File: config.mk
export PLATFORM = sky130hd
export DESIGN_NAME = coord_dropper
export DESIGN_NICKNAME = d
export VERILOG_FILES = /design/src/rtl/coord_dropper_pkg.sv /design/src/rtl/coord_dropper_reg_fifo.sv /design/src/rtl/coord_dropper.sv
export SDC_FILE = /design/constraint.sdc
export NUM_CORES = 1
export LEC_CHECK = 0
export ABC_AREA = 1
export BUFFER_PORTS_ARGS = -buffer_cell sky130_fd_sc_hd__buf_2
export CAP_MARGIN = 40
export CORE_UTILIZATION = 51
export DETAILED_ROUTE_END_ITERATION = 8
export PLACE_DENSITY = 0.81
export RECOVER_POWER = 25
export SYNTH_ARGS = -nofsm -noshare
export SYNTH_HDL_FRONTEND = slang
export SYNTH_HIERARCHICAL = 1
export SYNTH_SLANG_ARGS = --single-unit
File: constraint.sdc
create_clock -name clk -period 8.6 [get_ports clk]
set_input_delay 1.29 -clock clk [delete_from_list [all_inputs] [get_ports clk]]
set_output_delay 1.29 -clock clk [all_outputs]
set_load 0.005 [all_outputs]
File: src/rtl/coord_dropper_pkg.sv
// Token encoding and helpers shared by the coordinate dropper and its bench-facing top.
package coord_dropper_pkg;

  localparam int COORD_W = 16;
  localparam int TOK_W   = COORD_W + 1;
  localparam int LVL_W   = 8;

  localparam logic [TOK_W-1:0] DONE_TOKEN = 17'h10100;
  // Control bit plus the [9:8] field that separates stop (00) from done (01).
  localparam logic [TOK_W-1:0] STOP_MASK  = 17'h10300;
  localparam logic [TOK_W-1:0] STOP_MATCH = 17'h10000;

  typedef enum logic {
    ST_PROCESS = 1'b0,
    ST_DONE    = 1'b1
  } state_e;

  function automatic logic is_data(input logic [TOK_W-1:0] tok);
    return !tok[TOK_W-1];
  endfunction

  function automatic logic is_stop(input logic [TOK_W-1:0] tok);
    return (tok & STOP_MASK) == STOP_MATCH;
  endfunction

  function automatic logic is_done(input logic [TOK_W-1:0] tok);
    return tok == DONE_TOKEN;
  endfunction

  function automatic logic [LVL_W-1:0] stop_level(input logic [TOK_W-1:0] tok);
    return tok[LVL_W-1:0];
  endfunction

  function automatic logic [TOK_W-1:0] make_stop(input logic [LVL_W-1:0] lvl);
    return STOP_MATCH | {{(TOK_W-LVL_W){1'b0}}, lvl};
  endfunction

endpackage

File: src/rtl/coord_dropper_reg_fifo.sv
// Small registered ready/valid FIFO used as input and output skid buffer.
module coord_dropper_reg_fifo #(
  parameter int WIDTH = 17,
  parameter int DEPTH = 2
) (
  input  logic             clk,
  input  logic             rst_n,
  input  logic             i_clk_en,
  input  logic             i_flush,
  input  logic [WIDTH-1:0] i_wdata,
  input  logic             i_wvalid,
  output logic             o_wready,
  output logic [WIDTH-1:0] o_rdata,
  output logic             o_rvalid,
  input  logic             i_rready
);

  localparam int PTR_W = (DEPTH > 1) ? $clog2(DEPTH) : 1;
  localparam int CNT_W = $clog2(DEPTH + 1);

  logic [WIDTH-1:0] r_mem [DEPTH];
  logic [PTR_W-1:0] r_wr_ptr;
  logic [PTR_W-1:0] r_rd_ptr;
  logic [CNT_W-1:0] r_count;
  logic             w_push;
  logic             w_pop;

  function automatic logic [PTR_W-1:0] ptr_inc(input logic [PTR_W-1:0] p);
    return (p == PTR_W'(DEPTH - 1)) ? '0 : p + 1'b1;
  endfunction

  assign o_wready = (r_count != CNT_W'(DEPTH));
  assign o_rvalid = (r_count != '0);
  assign o_rdata  = r_mem[r_rd_ptr];
  assign w_push   = i_wvalid & o_wready;
  assign w_pop    = i_rready & o_rvalid;

  // Pointer and occupancy bookkeeping; flush empties the buffer like reset.
  always_ff @(posedge clk or negedge rst_n) begin
    if (!rst_n) begin
      r_wr_ptr <= '0;
      r_rd_ptr <= '0;
      r_count  <= '0;
    end else if (i_flush) begin
      r_wr_ptr <= '0;
      r_rd_ptr <= '0;
      r_count  <= '0;
    end else if (i_clk_en) begin
      if (w_push) r_wr_ptr <= ptr_inc(r_wr_ptr);
      if (w_pop)  r_rd_ptr <= ptr_inc(r_rd_ptr);
      case ({w_push, w_pop})
        2'b10:   r_count <= r_count + 1'b1;
        2'b01:   r_count <= r_count - 1'b1;
        default: r_count <= r_count;
      endcase
    end
  end

  // Storage needs no reset; occupancy decides what is visible.
  always_ff @(posedge clk) begin
    if (i_clk_en && !i_flush && w_push) r_mem[r_wr_ptr] <= i_wdata;
  end

endmodule

File: src/rtl/coord_dropper.sv
// Coordinate dropper: removes outer coordinates whose inner fiber is empty,
// along with that fiber's stop token, merging stop levels where needed.
//
//   state      | meaning
//   ST_PROCESS | normal evaluation of the two input heads
//   ST_DONE    | D on both heads, pending stop already emitted; emit D pair
module coord_dropper
  import coord_dropper_pkg::*;
#(
  parameter int DATA_W     = 16,
  parameter int FIFO_DEPTH = 2
) (
  input  logic              clk,
  input  logic              rst_n,
  input  logic              clk_en,
  input  logic              flush,
  input  logic              tile_en,
  input  logic [DATA_W:0]   cmrg_coord_in_0,
  input  logic              cmrg_coord_in_0_valid,
  output logic              cmrg_coord_in_0_ready,
  input  logic [DATA_W:0]   cmrg_coord_in_1,
  input  logic              cmrg_coord_in_1_valid,
  output logic              cmrg_coord_in_1_ready,
  output logic [DATA_W:0]   cmrg_coord_out_0,
  output logic              cmrg_coord_out_0_valid,
  input  logic              cmrg_coord_out_0_ready,
  output logic [DATA_W:0]   cmrg_coord_out_1,
  output logic              cmrg_coord_out_1_valid,
  input  logic              cmrg_coord_out_1_ready,
  input  logic              cmrg_mode,
  input  logic              cmrg_enable,
  input  logic [DATA_W-1:0] cmrg_stop_lvl
);

  logic [TOK_W-1:0] w_in0_tok, w_in1_tok, w_out0_tok, w_out1_tok;
  logic             w_in0_vld, w_in1_vld, w_in0_pop, w_in1_pop;
  logic             w_in0_wready, w_in1_wready;
  logic             w_out0_push, w_out1_push, w_out0_space, w_out1_space;
  logic             w_out0_rvalid, w_out1_rvalid;
  state_e           r_state, w_state_nxt;
  logic             r_pend_vld, w_pend_vld_nxt;
  logic [LVL_W-1:0] r_pend_lvl, w_pend_lvl_nxt;
  logic             r_fne, w_fne_nxt;
  logic             w_unused_cfg;

  // Configuration inputs kept for interface compatibility only.
  assign w_unused_cfg = ^{cmrg_enable, cmrg_stop_lvl};

  assign cmrg_coord_in_0_ready  = w_in0_wready & tile_en;
  assign cmrg_coord_in_1_ready  = w_in1_wready & tile_en;
  assign cmrg_coord_out_0_valid = w_out0_rvalid & tile_en;
  assign cmrg_coord_out_1_valid = w_out1_rvalid & tile_en;

  coord_dropper_reg_fifo #(.WIDTH(TOK_W), .DEPTH(FIFO_DEPTH)) u_in0 (
    .clk(clk), .rst_n(rst_n), .i_clk_en(clk_en), .i_flush(flush),
    .i_wdata(cmrg_coord_in_0), .i_wvalid(cmrg_coord_in_0_valid & tile_en),
    .o_wready(w_in0_wready), .o_rdata(w_in0_tok), .o_rvalid(w_in0_vld),
    .i_rready(w_in0_pop));

  coord_dropper_reg_fifo #(.WIDTH(TOK_W), .DEPTH(FIFO_DEPTH)) u_in1 (
    .clk(clk), .rst_n(rst_n), .i_clk_en(clk_en), .i_flush(flush),
    .i_wdata(cmrg_coord_in_1), .i_wvalid(cmrg_coord_in_1_valid & tile_en),
    .o_wready(w_in1_wready), .o_rdata(w_in1_tok), .o_rvalid(w_in1_vld),
    .i_rready(w_in1_pop));

  coord_dropper_reg_fifo #(.WIDTH(TOK_W), .DEPTH(FIFO_DEPTH)) u_out0 (
    .clk(clk), .rst_n(rst_n), .i_clk_en(clk_en), .i_flush(flush),
    .i_wdata(w_out0_tok), .i_wvalid(w_out0_push), .o_wready(w_out0_space),
    .o_rdata(cmrg_coord_out_0), .o_rvalid(w_out0_rvalid),
    .i_rready(cmrg_coord_out_0_ready & tile_en));

  coord_dropper_reg_fifo #(.WIDTH(TOK_W), .DEPTH(FIFO_DEPTH)) u_out1 (
    .clk(clk), .rst_n(rst_n), .i_clk_en(clk_en), .i_flush(flush),
    .i_wdata(w_out1_tok), .i_wvalid(w_out1_push), .o_wready(w_out1_space),
    .o_rdata(cmrg_coord_out_1), .o_rvalid(w_out1_rvalid),
    .i_rready(cmrg_coord_out_1_ready & tile_en));

  // Core state: FSM, pending stop and fiber-nonempty flag.
  always_ff @(posedge clk or negedge rst_n) begin
    if (!rst_n) begin
      r_state    <= ST_PROCESS;
      r_pend_vld <= 1'b0;
      r_pend_lvl <= '0;
      r_fne      <= 1'b0;
    end else if (flush) begin
      r_state    <= ST_PROCESS;
      r_pend_vld <= 1'b0;
      r_pend_lvl <= '0;
      r_fne      <= 1'b0;
    end else if (clk_en) begin
      r_state    <= w_state_nxt;
      r_pend_vld <= w_pend_vld_nxt;
      r_pend_lvl <= w_pend_lvl_nxt;
      r_fne      <= w_fne_nxt;
    end
  end

  // One step per cycle on the FIFO heads; a step needing a full output does nothing.
  always_comb begin
    w_state_nxt    = r_state;
    w_pend_vld_nxt = r_pend_vld;
    w_pend_lvl_nxt = r_pend_lvl;
    w_fne_nxt      = r_fne;
    w_in0_pop      = 1'b0;
    w_in1_pop      = 1'b0;
    w_out0_push    = 1'b0;
    w_out1_push    = 1'b0;
    w_out0_tok     = w_in0_tok;
    w_out1_tok     = w_in1_tok;
    if (tile_en) begin
      if (!cmrg_mode) begin
        if (w_in0_vld && w_out0_space) begin
          w_out0_push = 1'b1;
          w_in0_pop   = 1'b1;
        end
        if (w_in1_vld && w_out1_space) begin
          w_out1_push = 1'b1;
          w_in1_pop   = 1'b1;
        end
      end else begin
        case (r_state)
          ST_PROCESS: begin
            if (w_in1_vld && is_done(w_in1_tok)) begin
              if (w_in0_vld && is_done(w_in0_tok)) begin
                if (r_pend_vld) begin
                  if (w_out0_space) begin
                    w_out0_push    = 1'b1;
                    w_out0_tok     = make_stop(r_pend_lvl);
                    w_pend_vld_nxt = 1'b0;
                    w_state_nxt    = ST_DONE;
                  end
                end else if (w_out0_space && w_out1_space) begin
                  w_out0_push = 1'b1;
                  w_out1_push = 1'b1;
                  w_in0_pop   = 1'b1;
                  w_in1_pop   = 1'b1;
                  w_fne_nxt   = 1'b0;
                end
              end
            end else if (w_in1_vld && is_stop(w_in1_tok)) begin
              if (w_out1_space) begin
                w_out1_push = 1'b1;
                w_in1_pop   = 1'b1;
              end
            end else if (w_in1_vld && is_data(w_in1_tok) && w_in0_vld) begin
              if (is_stop(w_in0_tok)) begin
                w_in0_pop = 1'b1;
                w_in1_pop = 1'b1;
                w_fne_nxt = 1'b0;
                if (r_fne) begin
                  w_pend_vld_nxt = 1'b1;
                  w_pend_lvl_nxt = stop_level(w_in0_tok);
                end else if (r_pend_vld) begin
                  if (stop_level(w_in0_tok) > r_pend_lvl) w_pend_lvl_nxt = stop_level(w_in0_tok);
                end else if (stop_level(w_in0_tok) != '0) begin
                  w_pend_vld_nxt = 1'b1;
                  w_pend_lvl_nxt = stop_level(w_in0_tok);
                end
              end else if (is_data(w_in0_tok)) begin
                if (r_pend_vld) begin
                  if (w_out0_space) begin
                    w_out0_push    = 1'b1;
                    w_out0_tok     = make_stop(r_pend_lvl);
                    w_pend_vld_nxt = 1'b0;
                  end
                end else if (!r_fne) begin
                  if (w_out1_space) begin
                    w_out1_push = 1'b1;
                    w_fne_nxt   = 1'b1;
                  end
                end else if (w_out0_space) begin
                  w_out0_push = 1'b1;
                  w_in0_pop   = 1'b1;
                end
              end
            end
          end
          ST_DONE: begin
            if (w_in0_vld && w_in1_vld && w_out0_space && w_out1_space) begin
              w_out0_push    = 1'b1;
              w_out1_push    = 1'b1;
              w_in0_pop      = 1'b1;
              w_in1_pop      = 1'b1;
              w_fne_nxt      = 1'b0;
              w_pend_vld_nxt = 1'b0;
              w_state_nxt    = ST_PROCESS;
            end
          end
          default: w_state_nxt = ST_PROCESS;
        endcase
      end
    end
  end

endmodule

Word level (Yosys, flattened, before mapping)
Memories as Yosys holds them, arrays and structs flattened.
Index checks and enable logic that the tools add are counted.

storage, ports and cells
  bits in registers = 27
  RAM bits = 136
  input port bits = 61
  output and inout bits = 38
  word-level logic and storage cells = 304
  memories = 4

memory list
  memory        words  width  read ports  clocked after Yosys merged registers in  write ports  RTL line                      RTL
  u_in0.r_mem   2      17     1           0                                        1            coord_dropper_reg_fifo.sv:21  logic [WIDTH-1:0] r_mem [DEPTH];
  u_in1.r_mem   2      17     1           0                                        1            coord_dropper_reg_fifo.sv:21
  u_out0.r_mem  2      17     1           0                                        1            coord_dropper_reg_fifo.sv:21
  u_out1.r_mem  2      17     1           0                                        1            coord_dropper_reg_fifo.sv:21

cells by class
  add/subtract/negate cells = 16
  magnitude comparators = 1
  eq/ne operators = 28
  muxes and demuxes = 165
  bitwise operators = 17
  reductions and logical operators = 57

operators with widths
  cell                                                 count
  2-to-1 mux 17 bit                                    13
  2-to-1 mux 1 bit                                     120
  2-to-1 mux 8 bit                                     13
  equality test 17 bit, second input constant          2
  nonzero test 2 bit                                   17
  AND reduction 2 bit                                  12
  != test 4 bit, second input constant                 5
  AND 1 bit                                            16
  logical AND 1 bit                                    16
  2-to-1 mux 2 bit                                     8
  one-hot mux 2 bit (2 select lines)                   4
  != test 2 bit, second input constant                 7
  one-hot mux 1 bit (2 select lines)                   7
  nonzero test 3 bit                                   4
  AND reduction 11 bit                                 1
  AND reduction 10 bit                                 1
  adder 1 bit, second input constant                   8
  adder 2 x 1 -> 2 bit, second input constant          4
  equality test 2 x 1 -> 1 bit, second input constant  4
  equality test 2 bit, second input constant           4
  > comparator 8 bit                                   1
  AND reduction 8 bit                                  1
  nonzero test 8 bit                                   1
  subtractor 2 x 1 -> 2 bit, second input constant     4
  other kinds (9)                                      11

Logic depth before layout (Yosys ltp)
Gate-level depths: netlist of run 1.

  word-level depth = 17
  depth in mapped cells = 24
  mapped depth without buffers = 22

Modules after synthesis
The synthesis of run 1 kept the hierarchy.

by module, submodules not included
  module                               times used  cells an instance  area an instance (um^2)  seq. area each (um^2)
  coord_dropper_reg_fifo at u_in1 ...  3           135                1,562.7                  1,121.1
  coord_dropper                        1           302                1,705.4                  275.3
  coord_dropper_reg_fifo at u_in0      1           135                1,541.5                  1,121.1

Worst setup path before layout of run 1
OpenSTA, ideal clock, no wires.

  path kind = in2reg
  start = in tile_en
  end = mem u_out1.r_mem[1][0] (enable)
  setup time = 0.391 ns
  data arrival time = 3.088 ns
  setup slack = 5.122 ns
  stages on the path = 9
  path buffers = 1
  cells stage by stage = clkbuf_1 -> nand3_1 -> nand2_1 -> inv_1 -> a21oi_1 -> inv_1 -> a21oi_1 -> nand3_1 -> nor2_1

on the way
  longest elaborated chain between the ends = 5

ends and longest elaborated chain
  item                                    RTL line                      RTL
  from (decl)                             coord_dropper.sv:17           input logic tile_en,
  2-to-1 mux 1 bit                        coord_dropper.sv:110          if (tile_en) begin
  net w_out1_push                         coord_dropper.sv:38           logic w_out0_push, w_out1_push, w_out0_space, w_out1_space;
  AND 1 bit                               coord_dropper_reg_fifo.sv:35  assign w_push = i_wvalid & o_wready;
  logical AND 1 bit                       coord_dropper_reg_fifo.sv:61  if (i_clk_en && !i_flush && w_push) r_mem[r_wr_ptr] <= i_wdata;
  2-to-1 mux 1 bit                        coord_dropper_reg_fifo.sv:61
  2-to-1 mux 1 bit (implied by the code)  coord_dropper_reg_fifo.sv:61
  to (decl)                               coord_dropper_reg_fifo.sv:21

The timed path passes the listed nets, and every way through them passes these cells.

Worst setup path after layout of run 1
  start = reg u_in0.r_rd_ptr
  end = mem u_out1.r_mem[1][14] (enable)

RTL lines
  item                                    RTL line                      RTL
  from (decl)                             coord_dropper_reg_fifo.sv:23  logic [PTR_W-1:0] r_rd_ptr;
  from (signal assigned)                  coord_dropper_reg_fifo.sv:50  if (w_pop) r_rd_ptr <= ptr_inc(r_rd_ptr);
  memory read (2 x 17 bit)                n/a
  net w_in0_tok[7]                        coord_dropper.sv:35           logic [TOK_W-1:0] w_in0_tok, w_in1_tok, w_out0_tok, w_out1_tok;
  equality test 17 bit                    coord_dropper_pkg.sv:27       return tok == DONE_TOKEN;
  logical AND 1 bit                       coord_dropper.sv:124          if (w_in0_vld && is_done(w_in0_tok)) begin
  2-to-1 mux 1 bit                        coord_dropper.sv:124
  2-to-1 mux 1 bit                        coord_dropper.sv:123          if (w_in1_vld && is_done(w_in1_tok)) begin
  one-hot mux 1 bit (2 select lines)      coord_dropper.sv:121          case (r_state)
  2-to-1 mux 1 bit                        coord_dropper.sv:111          if (!cmrg_mode) begin
  2-to-1 mux 1 bit                        coord_dropper.sv:110
  net w_out1_push                         coord_dropper.sv:38
  AND 1 bit                               coord_dropper_reg_fifo.sv:35
  logical AND 1 bit                       coord_dropper_reg_fifo.sv:61
  2-to-1 mux 1 bit                        coord_dropper_reg_fifo.sv:61
  2-to-1 mux 1 bit (implied by the code)  coord_dropper_reg_fifo.sv:61

The timed path passes the listed nets, and every way through them passes these cells.

==> results.json, run 1 <==
{
  "status": "finished with violations",
  "violations": "max-capacitance violations, max-slew violations",
  "cap_viol_max_count": 1,
  "row_count": 45,
  "max_slew_margin_pct": -8.00,
  "r2r_cells": 17,
  "rrSetupSlack_ns": 4.41,
  "fin_nets": 1000,
  "die_h_um": 127,
  "via_per_inst": 5.06,
  "period_share_pct": 48.7,
  "wl_per_cell_um": 13.7,
  "grt_antenna_before_repair": 0,
  "power_switching_mw": 0.523,
  "swShare_pct": 26.1,
  "gp_congestion": 0.842,
  "worst_hold_path_type": "flip-flop to flip-flop",
  "yosysUniqueCellTypes": 43,
  "grt_pass1_vias": 5384,
  "clk_latency_ns": 0.43,
  "via_count": 5723,
  "hold_path_end": "u_out1/r_wr_ptr$_DFFE_PN0P_",
  "ys_seq_area_share_pct": 60.0,
  "grt_pass1_wl_um": 25500,
  "drc": 0,
  "cts_resized": 0,
  "cts_setup_buffers": 0,
  "p_leak_nw": 4.06,
  "worst-setup-path-type": "flip-flop to flip-flop",
  "portBuffers": 81,
  "finalSetupTns_ns": 0,
  "holdBufCountCts": 0,
  "antenna_cells": 0,
  "min_from": "u_out1/r_wr_ptr$_DFFE_PN0P_",
  "ys_seq_elements": 163,
  "num-fill-cells": 1216,
  "seq_area_um2": 4760,
  "r2r_end": "u_out1/r_mem[1][14]$_DFFE_PP_",
  "io_pins": 99,
  "r2r_start": "u_in0/r_rd_ptr$_DFFE_PN0P_",
  "ant_nets": 0,
  "clkTransAtPathRegs_ns": 0.06,
  "internal_power_mw": 1.48,
  "drv_slew": 28,
  "area_growth_pct": 15.0,
  "clock_skew_ns": 0.00710,
  "grt_usage_pct": 20.7,
  "grt-ovfl-total": 0,
  "avgSynthCellArea_um2": 9.42,
  "p_seq_share_pct": 46.6,
  "root_buffer": "clkbuf_16",
  "cts_buffers": 17,
  "hold_violations": 0,
  "crit_path_end_kind": "flip-flop",
  "multiInputGateArea_um2": 2710,
  "worstSetupStartpointType": "flip-flop",
  "cp_max_fo": 19,
  "hold_depth": 1,
  "max_freq_mhz": 239,
  "setup_violations": 0,
  "fin_crit_ns": 4.19,
  "rsz0062_at_grt": "no",
  "p_comb_share_pct": 14.2,
  "cts_buffer_depth": 2,
  "yosysWarnings": 6,
  "drtIter0Drc": 445,
  "vdd_drop_max_v": 0.000142,
  "hold_ws_ns": 0.509,
  "cp.required_ns": 8.71,
  "drive_gt1_share_pct": 18.2,
  "drtPass1Iterations": 5,
  "p_total_mw": 2.01,
  "dieArea_um2": 16100,
  "grt_max_degree": 28,
  "dp_hpwl_um": 10700,
  "initial_core_util_pct": 52.2,
  "die_w_um": 127,
  "synth_area_um2": 7940,
  "core_area_um2": 15200,
  "clock_sinks": 163,
  "syn_inst": 842,
  "cp.arrival_ns": 4.30,
  "crit_start": "u_in0/r_rd_ptr$_DFFE_PN0P_",
  "p_per_area_nw_per_um2": 220,
  "fin_util_pct": 60.0,
  "synth_nets": 911,
  "routed_wirelength_um": 15500,
  "tightestPinTransition_ns": 1.62,
  "power_frac_clock_pct": 39.2,
  "cts_tree": "yes",
  "htreeDepth": 4
}
## how the worst max path moves through the flow
stage,cells after the start,end,slack (ns)
detailed placement,17,u_out1/r_mem[1][14]$_DFFE_PP_,4.51
finish,17,u_out1/r_mem[1][14]$_DFFE_PP_,4.41
CTS,17,u_out1/r_mem[1][14]$_DFFE_PP_,4.46
floorplan,9,u_out1/r_mem[1][0]$_DFFE_PP_,5.12
global placement,17,u_out1/r_mem[1][14]$_DFFE_PP_,4.60
global route,19,u_out0/r_mem[0][16]$_DFFE_PP_,3.99
## per-stage QoR
| stage | cell area, um^2 | cells | setup WS, ns |
|---|---|---|---|
| 2_1_floorplan | 7940 | 842 | 5.12 |
| 3_3_place_gp | 8520 | 1100 | 4.60 |
| 3_5_place_dp | 8520 | 1100 | 4.51 |
| 4_1_cts | 9150 | 1132 | 4.46 |
| 5_1_grt | 9130 | 1132 | 3.99 |
| 6_report | 9130 | 1132 | 4.41 |
## sequential cells by signal, indices dropped and copies added, names as in the netlist, 2 cells and up
name and flops:
u_in0/r_mem 34, u_in1/r_count 2, u_in0/r_count 2, u_out0/r_mem 34, r_pend_lvl 8, u_in1/r_mem 34, u_out0/r_count 2, u_out1/r_count 2
u_out1/r_mem 34
## power groups by stage
stage          registers, mW  clock network [mW]  logic [mW]
2_1_floorplan          0.925                   0       0.230
3_3_place_gp           0.947                   0       0.275
3_5_place_dp           0.950                   0       0.283
4_1_cts                0.934               0.794       0.286
5_1_grt                0.940               0.826       0.326
6_report               0.935               0.785       0.285
## layout by cell type (no fill, tap or decap), types with 11 or more instances in the layout
cell type / instances
edfxtp_1: 136
clkbuf_16: 17
clkbuf_1: 17
buf_2: 65
nand2_1: 318
nand2_4: 11
nand3_1: 35
nor2_1: 81
dfrtp_1: 27
o21ai_0: 16
nand2_2: 13
a21oi_1: 13
inv_1: 82
## synth_stat cells, drive strengths merged
cell type	count	share of area [%]
o211ai	5	0.47
a21boi	2	0.19
nor2	96	5.3
nor3	2	0.19
o21a	1	0.095
clkbuf	2	0.095
dfrtp	27	8.5
o21bai	1	0.095
ha	8	1.3
and2	1	0.079
xor2	4	0.44
buf	17	1.4
a31oi	4	0.32
nand3	41	3.2
edfxtp	136	51
clkinv	5	0.30
a21oi	19	1.5
o22ai	1	0.079
and3	1	0.079
nand4	9	0.79
or2	1	0.079
nand3b	1	0.095
inv	88	4.2
nand2	342	18
o21ai	28	2.2
## area by class of cell
class | count | area share [%]
Sequential cell | 163 | 52.2
Multi-Input combinational cell | 567 | 29.6
Timing Repair Buffer | 89 | 4.88
Clock buffer | 19 | 4.85
Inverter | 93 | 3.88
Tap cell | 188 | 2.58
Clock inverter | 13 | 2.00
## worst max-delay path: stages (launching register included)
cell      delay [ns]
dfrtp_1         0.77
clkinv_1        0.66
nand2_1         0.24
nand2_1         0.16
nor2_1          0.12
nand2_1         0.06
nor2_1          0.20
nand3_1         0.20
nand2_4         0.15
nand3_1         0.10
nand2_1         0.08
nand2_1         0.05
a21oi_1         0.27
inv_1           0.10
a21oi_1         0.18
nand3_1         0.15
nor2_1          0.13
buf_4           0.26
## logic make-up (layout without fill, tap and decap cells)
kind of cell	Yosys count	count (layout)	synth area share [%]
simple gates	494	494	27.4
compound gates	61	61	4.97
flops	163	163	60.0
fa+ha+maj	8	8	1.26
xor+xnor	4	4	0.441
buf+inv	112	214	5.93
## metal layers
metal | wire length, um | share of wire, % | up-vias | track usage, %
li1 | - | - | 2907 | -
met1 | 7110 | 46 | 2620 | 28.1
met2 | 7190 | 46 | 168 | 32.0
met3 | 843 | 5.4 | 28 | 4.47
met4 | 342 | 2.2 | 0 | 9.45
met5 | 0 | 0 | - | 0
No activity file was read; power rests on OpenSTA's default activity.
==> run 2: changes to the inputs <==
Settings changed: ABC_AREA 1 to 0, PLACE_DENSITY 0.81 to 0.84.
Clock period 8.6 ns to 3.35 ns, I/O delays scaled along.
==> run 2 against run 1 <==
  * The flow still finishes with violations (max-capacitance violations, max-slew violations)
  * Design area fell by 2.9%
  * Global-route usage barely moved
  * Worst setup slack got worse by 4.3 ns
  * Final cell count fell by 30%
  * Non-clock buffer count rose by 9
  * Area after synthesis fell by 7.0%
  * Sequential power rose by 140%
  * Fmax rose by 29%
  * Hold slack got worse by 0.25 ns
  * Critical path depth fell by 7
  * Register-to-register slack got worse by 4.3 ns
  * Total power rose by 120%
  * Critical endpoint is now u_out1/r_mem[1][15]$_DFFE_PP_
  * Highest routed layer unchanged
==> results.json, run 2 <==
{
  "wl_per_cell_um": 18.0,
  "yosysWarnings": 6,
  "ant_nets": 0,
  "period_share_pct": 97.2,
  "p_seq_share_pct": 50.5,
  "clkTransAtPathRegs_ns": 0.06,
  "die_h_um": 122,
  "synth_nets": 568,
  "synth_top_area_share_pct": 55.4,
  "cap_viol_max_count": 1,
  "grt_max_degree": 28,
  "grt-ovfl-total": 0,
  "setup_violations": 0,
  "grt_usage_pct": 20.7,
  "cp_max_fo": 18,
  "clk_latency_ns": 0.42,
  "syn_inst": 499,
  "p_leak_nw": 3.09,
  "synth_commonest_cells": "136 x edfxtp_1, 78 x mux2_2, 27 x dfrtp_1",
  "cp.required_ns": 3.49,
  "drtIter0Drc": 311,
  "max_slew_margin_pct": -8.04,
  "synth_area_um2": 7380,
  "drtPass1Iterations": 5,
  "p_comb_share_pct": 3.8,
  "finalSetupTns_ns": 0,
  "violations": "max-capacitance violations, max-slew violations",
  "clock_skew_ns": 0.00815,
  "holdBufCountCts": 0,
  "routed_wirelength_um": 14300,
  "layout.cells.most_common_list": "136 x edfxtp_1, 77 x mux2_2, 65 x buf_2",
  "crit_path_end_kind": "flip-flop",
  "htreeDepth": 4,
  "yosys.area.top_type": "edfxtp_1",
  "cts_buffers": 17,
  "portBuffers": 81,
  "layout_commonest_cell": "edfxtp_1",
  "power_switching_mw": 0.875,
  "synthFlopType": "edfxtp_1",
  "postPlaceCellArea_um2": 8260,
  "final_area_um2": 8860,
  "antenna_cells": 0,
  "avgSynthCellArea_um2": 14.8,
  "internal_power_mw": 3.53,
  "root_buffer": "clkbuf_16",
  "synth_edf_count": 136,
  "grt_pass1_vias": 4725,
  "drive_gt1_share_pct": 37.6,
  "rsz0062_at_grt": "no",
  "status": "finished with violations",
  "drv_slew": 28,
  "die_w_um": 122,
  "io_pins": 99,
  "hold_depth": 1,
  "initial_core_util_pct": 52.7,
  "hold_violations": 0,
  "clock_sinks": 163,
  "rrSetupSlack_ns": 0.09,
  "cts_buffer_depth": 2,
  "via_count": 4606,
  "fin_ws_ns": 0.0936,
  "grt_antenna_before_repair": 0,
  "swShare_pct": 19.9,
  "p_per_area_nw_per_um2": 497,
  "worst-setup-path-type": "flip-flop to flip-flop",
  "post-place-ws_ns": 0.158,
  "cp.arrival_ns": 3.39,
  "ys_seq_elements": 163,
  "area_growth_pct": 20.1,
  "tightestPinTransition_ns": 1.62,
  "yosysMostFrequentCell": "edfxtp_1",
  "r2r_cells": 10,
  "synth.area.top_cells": "edfxtp_1 55%, mux2_2 12%, dfrtp_1 9.2%",
  "max_freq_mhz": 307,
  "r2r_start": "u_in1/r_rd_ptr$_DFFE_PN0P_",
  "core_area_um2": 14000,
  "synth-async-reset-ratio_pct": 16.6,
  "power_frac_clock_pct": 45.7,
  "dp_hpwl_um": 9840,
  "worst_hold_path_type": "primary input to flip-flop",
  "min_from": "cmrg_coord_in_0[12]",
  "ys_seq_area_share_pct": 64.5,
  "via_per_inst": 5.80,
  "yosysUniqueCellTypes": 54,
  "worstSetupStartpointType": "flip-flop",
  "drc": 0,
  "cts_tree": "yes",
  "gp_congestion": 0.885,
  "hold_path_end": "u_in0/r_mem[1][12]$_DFFE_PP_",
  "r2r_end": "u_out1/r_mem[1][15]$_DFFE_PP_",
  "dieArea_um2": 15000,
  "row_count": 43,
  "fin_nets": 671,
  "vdd_drop_max_v": 0.000482,
  "fin_crit_ns": 3.26,
  "grt_pass1_wl_um": 23100
}
## run 2: cell count changes after synthesis, moves of 11 or more
cell	before	now
inv_1	82	15
mux2_2	0	78
nand2_1	318	13
nand2_2	13	0
nand2_4	11	0
nand2b_1	0	22
nand3_1	35	12
nor2_1	81	13
nor4_1	0	11
## run 2: metrics by stage
step           total power, mW  hold slack (ns)  utilization [%]  instances
3_5_place_dp              2.43            0.556             59.0        762
5_1_grt                   4.52            0.249             63.3        794
2_1_floorplan             2.35            0.207                -        499
4_1_cts                   4.44            0.123             63.4        793
3_3_place_gp              2.42            0.543             59.0        761
6_report                  4.40            0.263             63.3        794
## run 2: area by class of cell
class                           instances  area [um^2]
Fill cell                            1018         5130
Sequential cell                       163         4760
Multi-Input combinational cell        307         2620
Timing Repair Buffer                   98          588
Clock buffer                           19          433
Tap cell                              180          225
Clock inverter                         12          180
Inverter                               15         56.3
## run 2: worst max-delay path by stage
stage                               start                       endpoint  slack, ns  cells past startpoint
5_1_grt        u_in1/r_rd_ptr$_DFFE_PN0P_  u_out1/r_count[0]$_DFFE_PN0P_      0.003                     12
2_1_floorplan  u_in1/r_rd_ptr$_DFFE_PN0P_   u_out1/r_mem[1][0]$_DFFE_PP_      0.001                      9
3_5_place_dp   u_in1/r_rd_ptr$_DFFE_PN0P_  u_out0/r_mem[1][14]$_DFFE_PP_       0.16                     10
3_3_place_gp   u_in0/r_rd_ptr$_DFFE_PN0P_  u_out1/r_mem[1][14]$_DFFE_PP_       0.21                     10
6_report       u_in1/r_rd_ptr$_DFFE_PN0P_  u_out1/r_mem[1][15]$_DFFE_PP_       0.09                     10
4_1_cts        u_in1/r_rd_ptr$_DFFE_PN0P_  u_out0/r_mem[1][12]$_DFFE_PP_       0.12                     10
## run 2: cell families (layout without fill, tap and decap cells)
kind of cell    Yosys count  after routing  share of synthesized area [%]
fa+ha+maj                 8              8                           1.36
flops                   163            163                           64.5
mux                      88             88                           13.4
buf+inv                  29            144                           1.85
simple gates            134            134                           11.3
xor+xnor                  8              8                          0.950
compound gates           69             69                           6.61
## run 2: power groups by stage
stage | combinational, mW | sequential [mW] | clock [mW]
5_1_grt | 0.186 | 2.22 | 2.11
3_5_place_dp | 0.170 | 2.26 | 0
3_3_place_gp | 0.161 | 2.26 | 0
4_1_cts | 0.172 | 2.22 | 2.04
6_report | 0.168 | 2.22 | 2.01
2_1_floorplan | 0.0888 | 2.26 | 0
## run 2: repair_timing
| item | CTS | global route |
|---|---|---|
| setup endpoints to repair | 0 | 17 |
| endpoints found under the hold margin | 0 | 0 |
| setup buffers | 0 | 1 |
| gates resized for setup | 0 | 0 |
## run 2: worst max-delay path: stages (launching register included)
cell and delay, ns:
dfrtp_1 0.37, buf_12 0.17, mux2_2 0.38, nor4_2 0.44, nand3_1 0.29, nor2_4 0.19, a311oi_1 0.07, o31ai_2 0.32
nand2_2 0.16, nor4b_4 0.36, buf_12 0.20
## run 2: layer usage
| metal | global-route usage, % | wire length (um) | up-vias |
|---|---|---|---|
| met5 | 0 | 0 | - |
| met4 | 9.30 | 229 | 0 |
| met3 | 5.67 | 792 | 23 |
| met2 | 35.1 | 7450 | 166 |
| met1 | 24.4 | 5820 | 2285 |
| li1 | - | - | 2132 |
==> run 3: changes to the inputs <==
Settings changed: MAX_ROUTING_LAYER from default to met4.
==> run 3 against run 2 <==
  * The run still ends with max-capacitance violations, max-slew violations left
  * Combinational power about the same
  * Register-to-register slack improved by 0.06 ns
  * Global-route usage increased by 1.2 points
==> results.json, run 3 (same netlist as run 2, synthesis figures left out) <==
{
  "status": "finished with violations",
  "violations": "max-capacitance violations, max-slew violations",
  "worstSetupStartpointType": "flip-flop",
  "gp_congestion": 0.899,
  "antenna_cells": 0,
  "cap_viol_max_count": 1,
  "grt_usage_pct": 21.9,
  "grt-ovfl-total": 0,
  "postPlaceCellArea_um2": 8260,
  "max_slew_margin_pct": -5.43,
  "cts_tree": "yes",
  "drv_slew": 28,
  "initial_core_util_pct": 52.7,
  "fin_crit_ns": 3.20,
  "root_buffer": "clkbuf_16",
  "cp.required_ns": 3.48,
  "via_count": 4585,
  "dieArea_um2": 15000,
  "slowest_stage": "dfrtp_1",
  "crit_chain": "buf_12 -> mux2_2 -> nor4_4 -> nand3_1 -> nor2_4 -> o211ai_1 -> a31oi_2 -> nand2_2 -> nor4b_4 -> buf_12",
  "layout.cells.most_common_list": "136 x edfxtp_1, 77 x mux2_2, 64 x buf_2",
  "tightestPinTransition_ns": 1.58,
  "p_per_area_nw_per_um2": 474,
  "holdBufCountCts": 0,
  "wl_per_cell_um": 18.8,
  "drive_gt1_share_pct": 37.3,
  "cp.arrival_ns": 3.33,
  "fin_nets": 672,
  "die_h_um": 122,
  "via_per_inst": 5.76,
  "dp_hpwl_um": 10100,
  "grt_pass1_wl_um": 23600,
  "grt_max_degree": 28,
  "worst_hold_path_type": "primary input to flip-flop",
  "drc": 0,
  "cpLargestDelayFamily": "simple AND/OR/NAND/NOR gates",
  "clkTransAtPathRegs_ns": 0.06,
  "clk_latency_ns": 0.42,
  "drtPass1Iterations": 5,
  "hold_violations": 0,
  "period_share_pct": 95.5,
  "rsz0062_at_grt": "no",
  "path_buf_inv": 2,
  "portBuffers": 81,
  "htreeDepth": 4,
  "crit_path_max_incr_delay_ns": 0.39,
  "max_freq_mhz": 312,
  "grt_antenna_before_repair": 0,
  "row_count": 43,
  "area_growth_pct": 19.3,
  "cp_max_fo": 18,
  "cts_buffer_depth": 2,
  "layout_commonest_cell": "edfxtp_1",
  "setup_violations": 0,
  "cts_buffers": 17,
  "grt_pass1_vias": 4691,
  "clock_skew_ns": 0.00696,
  "worst-setup-path-type": "flip-flop to flip-flop",
  "crit_top_cell": "buf_12",
  "final_area_um2": 8800,
  "core_area_um2": 14000,
  "crit_path_end_kind": "flip-flop",
  "routed_wirelength_um": 15000,
  "io_pins": 99,
  "p_leak_nw": 3.06,
  "clock_sinks": 163,
  "finalSetupTns_ns": 0,
  "ant_nets": 0,
  "die_w_um": 122,
  "drtIter0Drc": 360,
  "vdd_drop_max_v": 0.000440
}
## run 3: cell type report
class	instances	area (um^2)
clock buffer	18	429
clock inverter	14	114
fill	1015	5180
inverter	15	56.3
multi-input combinational	307	2630
sequential	163	4760
tap	180	225
timing repair buffer	99	594
## run 3: through the flow
| stage | utilization [%] | hold WS, ns | total power, mW | std cells | worst slack, ns |
|---|---|---|---|---|---|
| 3_5_place_dp | 59.0 | 0.557 | 2.43 | 762 | 0.102 |
| 5_1_grt | 62.9 | 0.254 | 4.28 | 796 | 0.00726 |
| 2_1_floorplan | - | 0.207 | 2.35 | 499 | 0.00135 |
| 3_3_place_gp | 59.0 | 0.546 | 2.42 | 761 | 0.210 |
| 4_1_cts | 62.9 | 0.119 | 4.20 | 794 | 0.0428 |
| 6_report | 62.9 | 0.265 | 4.17 | 796 | 0.149 |
## run 3: power by group
group          internal [mW]  total, mW  switching, mW
Combinational         0.0695      0.168         0.0986
Clock                   1.02       1.78          0.765
Sequential              2.21       2.22         0.0125
## run 3: final timing paths
check | start | to | slack (ns) | cells after the start
min reg2reg | r_pend_lvl[7]$_DFFE_PN0P_ | r_pend_lvl[7]$_DFFE_PN0P_ | 0.56 | 2
max | u_in1/r_rd_ptr$_DFFE_PN0P_ | u_out0/r_mem[1][13]$_DFFE_PP_ | 0.15 | 10
max reg2reg | u_in1/r_rd_ptr$_DFFE_PN0P_ | u_out0/r_mem[1][13]$_DFFE_PP_ | 0.15 | 10
max in group asynchronous | rst_n | u_in0/r_count[0]$_DFFE_PN0P_ | 1.96 | 1
min in group asynchronous | rst_n | r_pend_lvl[5]$_DFFE_PN0P_ | 0.47 | 1
min | cmrg_coord_in_1[11] | u_in1/r_mem[0][11]$_DFFE_PP_ | 0.27 | 1
## run 3: layer usage
| layer | vias up | share of wire [%] | global-route usage [%] |
|---|---|---|---|
| li1 | 2135 | - | - |
| met1 | 2271 | 40 | 24.0 |
| met2 | 156 | 53 | 38.2 |
| met3 | 23 | 4.8 | 5.34 |
| met4 | 0 | 1.9 | 8.61 |
| met5 | - | 0 | - |
## run 3: repair_timing
item                       4_1_cts  5_1_grt
hold endpoints to repair         0        0
gates resized for setup          0        1
buffers inserted                 0        2
setup endpoints to repair        0       34
